File: src/rtl/uart_tx_packetizer_if.sv
// Stream-in / UART-out handshake bundle for uart_tx_packetizer.
// master: producer plus UART TX side (drives data in, returns tx_done).
// slave : the packetizer (accepts bytes, drives transmit/tx_data).
interface uart_tx_packetizer_if #(
  parameter int DATA_WIDTH = 8
) ();
  logic [DATA_WIDTH-1:0] s_data;
  logic                  s_last;
  logic                  s_valid;
  logic                  s_ready;
  logic [DATA_WIDTH-1:0] tx_data;
  logic                  transmit;
  logic                  tx_done;

  modport master (
    output s_data, s_last, s_valid, tx_done,
    input  s_ready, tx_data, transmit
  );

  modport slave (
    input  s_data, s_last, s_valid, tx_done,
    output s_ready, tx_data, transmit
  );
endinterface

File: src/rtl/uart_tx_packetizer.sv
// uart_tx_packetizer: buffers an incoming byte stream in a FIFO, hands bytes one
// at a time to the UART TX over its transmit/tx_done handshake, and appends an
// XOR checksum byte after the byte flagged as last.
// Build option: define UART_PKT_SOF_EN to send SOF_BYTE ahead of every message.
module uart_tx_packetizer #(
  parameter int                    DATA_WIDTH = 8,
  parameter int                    FIFO_DEPTH = 16,
  parameter logic [DATA_WIDTH-1:0] SOF_BYTE   = 8'h7E
) (
  input  logic                             tx_clk,
  input  logic                             reset,
  uart_tx_packetizer_if.slave              bus,
  output logic                             busy,
  output logic                             pkt_done,
  output logic [$clog2(FIFO_DEPTH+1)-1:0]  fifo_count
);

  localparam int AW = $clog2(FIFO_DEPTH);
  localparam int CW = $clog2(FIFO_DEPTH + 1);
  localparam int EW = DATA_WIDTH + 1;
  localparam logic [AW-1:0] PTR_STEP = AW'(1);
  localparam logic [CW-1:0] CNT_STEP = CW'(1);
  localparam logic [CW-1:0] CNT_FULL = CW'(FIFO_DEPTH);

  // Running message checksum: one XOR fold per payload byte.
  function automatic logic [DATA_WIDTH-1:0] chk_fold(
    input logic [DATA_WIDTH-1:0] acc,
    input logic [DATA_WIDTH-1:0] data
  );
    chk_fold = acc ^ data;
  endfunction

`ifdef UART_PKT_SOF_EN
  typedef enum logic [2:0] {
    ST_IDLE     = 3'd0,
    ST_LOAD     = 3'd1,
    ST_WAIT     = 3'd2,
    ST_CHK      = 3'd3,
    ST_CHK_WAIT = 3'd4,
    ST_SOF      = 3'd5,
    ST_SOF_WAIT = 3'd6
  } state_t;
`else
  typedef enum logic [2:0] {
    ST_IDLE     = 3'd0,
    ST_LOAD     = 3'd1,
    ST_WAIT     = 3'd2,
    ST_CHK      = 3'd3,
    ST_CHK_WAIT = 3'd4
  } state_t;
  // Keeps the start-of-frame parameter referenced when no SOF byte is sent.
  logic sof_unused_s;
  assign sof_unused_s = ^SOF_BYTE;
`endif

  // FIFO storage, entry = {last, data}
  logic [EW-1:0]         mem_r [FIFO_DEPTH];
  logic [AW-1:0]         wr_ptr_r;
  logic [AW-1:0]         rd_ptr_r;
  logic [CW-1:0]         count_r;
  logic                  full_s;
  logic                  empty_s;
  logic                  push_s;
  logic                  pop_s;
  logic [EW-1:0]         head_s;

  // Sequencer state and registered outputs
  state_t                state_r;
  state_t                state_next_s;
  logic [DATA_WIDTH-1:0] tx_data_r;
  logic [DATA_WIDTH-1:0] tx_data_s;
  logic                  transmit_r;
  logic                  transmit_s;
  logic                  pkt_done_r;
  logic                  pkt_done_s;
  logic [DATA_WIDTH-1:0] chk_r;
  logic [DATA_WIDTH-1:0] chk_s;
  logic                  last_r;
  logic                  last_s;

  assign full_s       = (count_r == CNT_FULL);
  assign empty_s      = (count_r == {CW{1'b0}});
  assign push_s       = bus.s_valid & ~full_s;
  assign head_s       = mem_r[rd_ptr_r];

  assign bus.s_ready  = ~full_s;
  assign bus.tx_data  = tx_data_r;
  assign bus.transmit = transmit_r;
  assign busy         = (state_r != ST_IDLE);
  assign pkt_done     = pkt_done_r;
  assign fifo_count   = count_r;

  // FIFO data array; contents need no reset since pointers define validity.
  always_ff @(posedge tx_clk) begin
    if (push_s) begin
      mem_r[wr_ptr_r] <= {bus.s_last, bus.s_data};
    end
  end

  // FIFO pointers and occupancy; a push and pop in the same cycle cancel out.
  always_ff @(posedge tx_clk) begin
    if (reset) begin
      wr_ptr_r <= {AW{1'b0}};
      rd_ptr_r <= {AW{1'b0}};
      count_r  <= {CW{1'b0}};
    end else begin
      if (push_s) begin
        wr_ptr_r <= wr_ptr_r + PTR_STEP;
      end
      if (pop_s) begin
        rd_ptr_r <= rd_ptr_r + PTR_STEP;
      end
      case ({push_s, pop_s})
        2'b10:   count_r <= count_r + CNT_STEP;
        2'b01:   count_r <= count_r - CNT_STEP;
        default: count_r <= count_r;
      endcase
    end
  end

  // Sequencer state register.
  always_ff @(posedge tx_clk) begin
    if (reset) begin
      state_r <= ST_IDLE;
    end else begin
      state_r <= state_next_s;
    end
  end

  // Next-state logic; tx_done is only meaningful in the waiting states.
  always_comb begin
    state_next_s = state_r;
    case (state_r)
      ST_IDLE: begin
        if (!empty_s) begin
`ifdef UART_PKT_SOF_EN
          state_next_s = ST_SOF;
`else
          state_next_s = ST_LOAD;
`endif
        end else begin
          state_next_s = ST_IDLE;
        end
      end
      ST_LOAD: begin
        if (!empty_s) begin
          state_next_s = ST_WAIT;
        end else begin
          state_next_s = ST_LOAD;
        end
      end
      ST_WAIT: begin
        if (bus.tx_done) begin
          state_next_s = last_r ? ST_CHK : ST_LOAD;
        end else begin
          state_next_s = ST_WAIT;
        end
      end
      ST_CHK: state_next_s = ST_CHK_WAIT;
      ST_CHK_WAIT: begin
        if (bus.tx_done) begin
          state_next_s = ST_IDLE;
        end else begin
          state_next_s = ST_CHK_WAIT;
        end
      end
`ifdef UART_PKT_SOF_EN
      ST_SOF: state_next_s = ST_SOF_WAIT;
      ST_SOF_WAIT: begin
        if (bus.tx_done) begin
          state_next_s = ST_LOAD;
        end else begin
          state_next_s = ST_SOF_WAIT;
        end
      end
`endif
      default: state_next_s = ST_IDLE;
    endcase
  end

  // Output decode: next values of the registered UART-side outputs and FIFO pop.
  always_comb begin
    transmit_s = 1'b0;
    tx_data_s  = tx_data_r;
    pop_s      = 1'b0;
    chk_s      = chk_r;
    last_s     = last_r;
    pkt_done_s = 1'b0;
    case (state_r)
      ST_IDLE: chk_s = {DATA_WIDTH{1'b0}};
      ST_LOAD: begin
        if (!empty_s) begin
          transmit_s = 1'b1;
          tx_data_s  = head_s[DATA_WIDTH-1:0];
          pop_s      = 1'b1;
          chk_s      = chk_fold(chk_r, head_s[DATA_WIDTH-1:0]);
          last_s     = head_s[DATA_WIDTH];
        end else begin
          transmit_s = 1'b0;
        end
      end
      ST_CHK: begin
        transmit_s = 1'b1;
        tx_data_s  = chk_r;
      end
      ST_CHK_WAIT: begin
        if (bus.tx_done) begin
          pkt_done_s = 1'b1;
        end else begin
          pkt_done_s = 1'b0;
        end
      end
`ifdef UART_PKT_SOF_EN
      ST_SOF: begin
        transmit_s = 1'b1;
        tx_data_s  = SOF_BYTE;
      end
`endif
      default: transmit_s = 1'b0;
    endcase
  end

  // Output and checksum registers; transmit/pkt_done are single-cycle pulses.
  always_ff @(posedge tx_clk) begin
    if (reset) begin
      tx_data_r  <= {DATA_WIDTH{1'b0}};
      transmit_r <= 1'b0;
      pkt_done_r <= 1'b0;
      chk_r      <= {DATA_WIDTH{1'b0}};
      last_r     <= 1'b0;
    end else begin
      tx_data_r  <= tx_data_s;
      transmit_r <= transmit_s;
      pkt_done_r <= pkt_done_s;
      chk_r      <= chk_s;
      last_r     <= last_s;
    end
  end

endmodule

File: src/flat_wrapper.sv
// flat-port wrapper written by rule: the top's interface ports become plain ports
module uart_tx_packetizer_flat 
#(
  parameter int                    DATA_WIDTH = 8,
  parameter int                    FIFO_DEPTH = 16,
  parameter logic [DATA_WIDTH-1:0] SOF_BYTE   = 8'h7E
)
  (tx_clk, reset, busy, pkt_done, fifo_count, bus_s_data, bus_s_last, bus_s_valid, bus_tx_done, bus_s_ready, bus_tx_data, bus_transmit);
  uart_tx_packetizer_if #(.DATA_WIDTH(DATA_WIDTH)) bus_i ();
  input  logic tx_clk;
  input  logic reset;
  output logic busy;
  output logic pkt_done;
  output logic [$clog2(FIFO_DEPTH+1)-1:0] fifo_count;
  input wire logic [$bits(bus_i.s_data)-1:0] bus_s_data;
  input wire logic [$bits(bus_i.s_last)-1:0] bus_s_last;
  input wire logic [$bits(bus_i.s_valid)-1:0] bus_s_valid;
  input wire logic [$bits(bus_i.tx_done)-1:0] bus_tx_done;
  output wire logic [$bits(bus_i.s_ready)-1:0] bus_s_ready;
  output wire logic [$bits(bus_i.tx_data)-1:0] bus_tx_data;
  output wire logic [$bits(bus_i.transmit)-1:0] bus_transmit;
  assign bus_i.s_data = bus_s_data;
  assign bus_i.s_last = bus_s_last;
  assign bus_i.s_valid = bus_s_valid;
  assign bus_i.tx_done = bus_tx_done;
  assign bus_s_ready = bus_i.s_ready;
  assign bus_tx_data = bus_i.tx_data;
  assign bus_transmit = bus_i.transmit;
  uart_tx_packetizer #(.DATA_WIDTH(DATA_WIDTH), .FIFO_DEPTH(FIFO_DEPTH), .SOF_BYTE(SOF_BYTE)) u_core (.tx_clk(tx_clk), .reset(reset), .bus(bus_i), .busy(busy), .pkt_done(pkt_done), .fifo_count(fifo_count));
endmodule
File: config.mk
export PLATFORM = sky130hd
export DESIGN_NAME = uart_tx_packetizer_flat
export DESIGN_NICKNAME = d
export VERILOG_FILES = /design/src/rtl/uart_tx_packetizer_if.sv /design/src/rtl/uart_tx_packetizer.sv /design/src/flat_wrapper.sv
export SDC_FILE = /design/constraint.sdc
export NUM_CORES = 1
export LEC_CHECK = 0
export ABC_AREA = 1
export CELL_PAD_IN_SITES_DETAIL_PLACEMENT = 1
export CELL_PAD_IN_SITES_GLOBAL_PLACEMENT = 1
export CORE_ASPECT_RATIO = 2
export CORE_MARGIN = 2
export CORE_UTILIZATION = 52
export CTS_CLUSTER_DIAMETER = 120
export DETAILED_ROUTE_END_ITERATION = 8
export PLACE_DENSITY = 0.86
export SYNTH_ARGS = -nofsm -noshare
export SYNTH_HDL_FRONTEND = slang
export SYNTH_SLANG_ARGS = --single-unit
File: constraint.sdc
create_clock -name tx_clk -period 4.38 [get_ports tx_clk]
set_clock_uncertainty 0.1 [all_clocks]
set_input_delay 0.876 -clock tx_clk [delete_from_list [all_inputs] [get_ports tx_clk]]
set_output_delay 0.876 -clock tx_clk [all_outputs]
set_load 0.02 [all_outputs]
==> impl_metrics.tcl <==
set metrics [dict create \
    violations "DRC" \
    timing.fmax_mhz 355 \
    wire_per_inst_um 20.8 \
    synth-compound-area-share_pct 3.83 \
    areaGrowthSynthToFinish_pct 11.5 \
    setup_violations 0 \
    min_to "u_core.chk_r[4]$_SDFFE_PP0P_" \
    arrival_ps 1840 \
    avgSynthCellArea_um2 9.78 \
    yosys.area_share.simple_pct 21.4 \
    register_area_mm2 0.00511 \
    netlist_area_mm2 0.00795 \
    powerDensity_mw_per_mm2 584 \
    grt_pass1_vias 6066 \
    reg2reg_to "u_core.fifo_count[4]$_SDFFE_PP0P_" \
    cts_buffer_depth 2 \
    placed_cells 1010 \
    cts_root_buf "clkbuf_16" \
    grt_first_pass_wirelength_um 33200 \
    min_from "u_core.chk_r[4]$_SDFFE_PP0P_" \
    finalSetupTns_ps 0 \
    rsz0062_at_grt "false" \
    fin_cells 1042 \
    ff2ff_path_depth 15 \
    synthCells 812 \
    yosys.area_share.adder_pct 1.26 \
    cp_top_family "buffers and inverters" \
    cp_slowest_cell "clkdlybuf4s50_1" \
    status "finished with violations" \
    fill_cells 1674 \
    synth.distinct_cells 29 \
    crit_path_max_fanout 4 \
    cts-resized-gates 0 \
    worstHoldPathType "reg -> reg" \
    cts_num_sinks 183 \
    pin_count 30 \
    die_w_um 91.4 \
    grt_start_max_net_pins 73 \
    path_cells "nor2_1 > inv_2 > nor2_2 > inv_2 > clkdlybuf4s50_1" \
    critPathCaptureType "output port" \
    synth_seq_cells 183 \
    slew_viol_final 0 \
    num_antenna_cells 0 \
    synth_xor_area_share_pct 0.551 \
    syn_nets 833 \
    htree_levels 4 \
    grt_overflow_total 0 \
    cp_common_cell "inv_2" \
    tightest_slew_ps 968 \
    multi_input_area_mm2 0.00215 \
    portBuffers 29 \
    std_cell_rows 64 \
    ir_drop_v 0.000326 \
    dp_hpwl_um 14200 \
    clk_pin_slew_ps 80 \
    cts_tree "done" \
    design.core.area_mm2 0.0151 \
    synth.yosys.seq_area_share_pct 64.3 \
    drt_iter0_markers 450 \
    die_h_um 179 \
    initial_core_util_pct 52.5 \
    max_stage_delay_ps 550 \
    path_buf_inv 3 \
    via_count 5718 \
    antenna_found_initial 0 \
    r2r-start "u_core.fifo_count[0]$_SDFFE_PP0P_" \
    worstSetupPathType "reg -> out" \
    async_flop_share_pct 0 \
    ys.flop_type "edfxtp_1" \
    start_kind "register" \
    min_period_over_period_pct 64.2 \
    drt-total-wl_um 21600 \
    synth_warnings 0 \
    synth_top_family_by_area "simple AND/OR/NAND/NOR gates" \
    drive_gt1_share_pct 6.40 \
    firstDrtPassIters 7 \
    cts_buffers 17 \
    drv_cap 0 \
    gp_congestion 0.928 \
    clk_latency_ps 440 \
    hold_depth 2 \
    vias_per_cell 5.49 \
    synth_edf_count 144 \
    startpoint "u_core.state_r[1]$_SDFF_PP0_" \
    drc 2 \
    cts_hold_buf 0 \
    antenna_left 0 \
    max-slew-margin-rel_pct 35.3 \
    hold_viol 0 \
    ff2ff_setup_slack_ps 1620 \
    period_needed_ps 2810 \
    dieArea_mm2 0.0163 \
    synth_mux_area_share_pct 0 \
    finalNetCount 852 \
    required_ps 3400 \
    postCtsSetupRepairBufs 0 \
    leakagePower_nw 3.64 \
    track_usage_pct 27.4 \
]
-- cell usage after synthesis (all sizes together) (3+ instances only) --
library cell,instances,share of area [%]
ha,8,1.3
buf,28,2.7
inv,121,5.8
o211ai,4,0.38
nand3,107,6.7
edfxtp,144,54
dfxtp,39,9.8
o21ai,27,1.7
nor2,60,3.0
clkbuf,4,0.20
nand2,232,11
nand4,3,0.31
a21oi,26,1.6
xor2,4,0.44
-- cells by family (layout without fill, tap and decap cells) --
kind of cell               count (synthesis)  count (layout)
buffers and inverters                    154             186
xor gates and xnor gates                   5               5
and+or+nand+nor                          404             404
AOI/OAI and AO/OA                         58              58
DFF                                      183             183
adders and majority gates                  8               8
-- cells in the final DEF (no fill, tap or decap), drive strengths merged, types with 3 or more instances in the layout --
| cell type | netlist | layout |
|---|---|---|
| a21oi | 26 | 26 |
| buf | 28 | 3 |
| clkbuf | 4 | 18 |
| clkdlybuf4s50 | 0 | 29 |
| clkinv | 1 | 8 |
| dfxtp | 39 | 39 |
| edfxtp | 144 | 144 |
| ha | 8 | 8 |
| inv | 121 | 128 |
| nand2 | 232 | 232 |
| nand3 | 107 | 107 |
| nand4 | 3 | 3 |
| nor2 | 60 | 60 |
| o211ai | 4 | 4 |
| o21ai | 27 | 27 |
| xor2 | 4 | 4 |
-- worst max path at each step --
| stage | end | slack [ps] | depth (start not counted) |
|---|---|---|---|
| final | busy | 1570 | 5 |
| after global routing | u_core.fifo_count[4]$_SDFFE_PP0P_ | 1360 | 15 |
| after CTS | busy | 1550 | 5 |
| after detailed placement | u_core.fifo_count[4]$_SDFFE_PP0P_ | 1320 | 13 |
| after global placement | u_core.mem_r[14][3]$_DFFE_PP_ | 1420 | 5 |
| after floorplan | u_core.fifo_count[4]$_SDFFE_PP0P_ | 1970 | 16 |
-- per-layer routing --
layer	vias up	track usage (%)	wire length, um
met3	56	3.40	677
met5	-	0	0
met2	169	51.1	11900
met1	2821	30.5	8150
li1	2672	-	-
met4	0	13.1	933
-- stage by stage --
step                util, %  power (W)  area (um2)  worst slack (ps)  hold WS (ps)
floorplan                 -    0.00321        7950              1970           339
global placement       54.7    0.00360        8280              1420           346
detailed placement     54.7    0.00369        8280              1320           358
CTS                    58.5    0.00517        8860              1550           367
global route           58.5    0.00541        8860              1360           398
finish                 58.5    0.00517        8860              1570           369
-- state kept, by name, indices dropped and copies added (netlist names), named ones only --
name,flops
u_core.chk_r,8
u_core.fifo_count,5
u_core.state_r,3
u_core.rd_ptr_r,4
u_core.bus.transmit,1
u_core.bus.tx_data,8
u_core.pkt_done,1
u_core.last_r,1
u_core.wr_ptr_r,4
u_core.mem_r,144
-- layout make-up --
| cell class | instances | area share (%) |
|---|---|---|
| clock buffer | 18 | 4.96 |
| clock inverter | 14 | 1.57 |
| inverter | 122 | 5.26 |
| multi-input combinational | 475 | 24.2 |
| sequential | 183 | 57.7 |
| tap | 198 | 2.80 |
| timing repair buffer | 32 | 3.53 |
-- tightest hold or removal path, cell delays in order (launching register included) --
cell and delay [ps]:
dfxtp_1 320, nand2_1 60, a21oi_1 50
-- report_power, final --
part	internal, W	total, W	switching, W	leakage (nW)
clock	0.000771	0.00148	0.000711	0.287
combinational	0.000470	0.00158	0.00111	1.73
sequential	0.00199	0.00210	0.000113	1.62
total	0.00323	0.00517	0.00194	3.64
(Power assumes the default switching activity.)
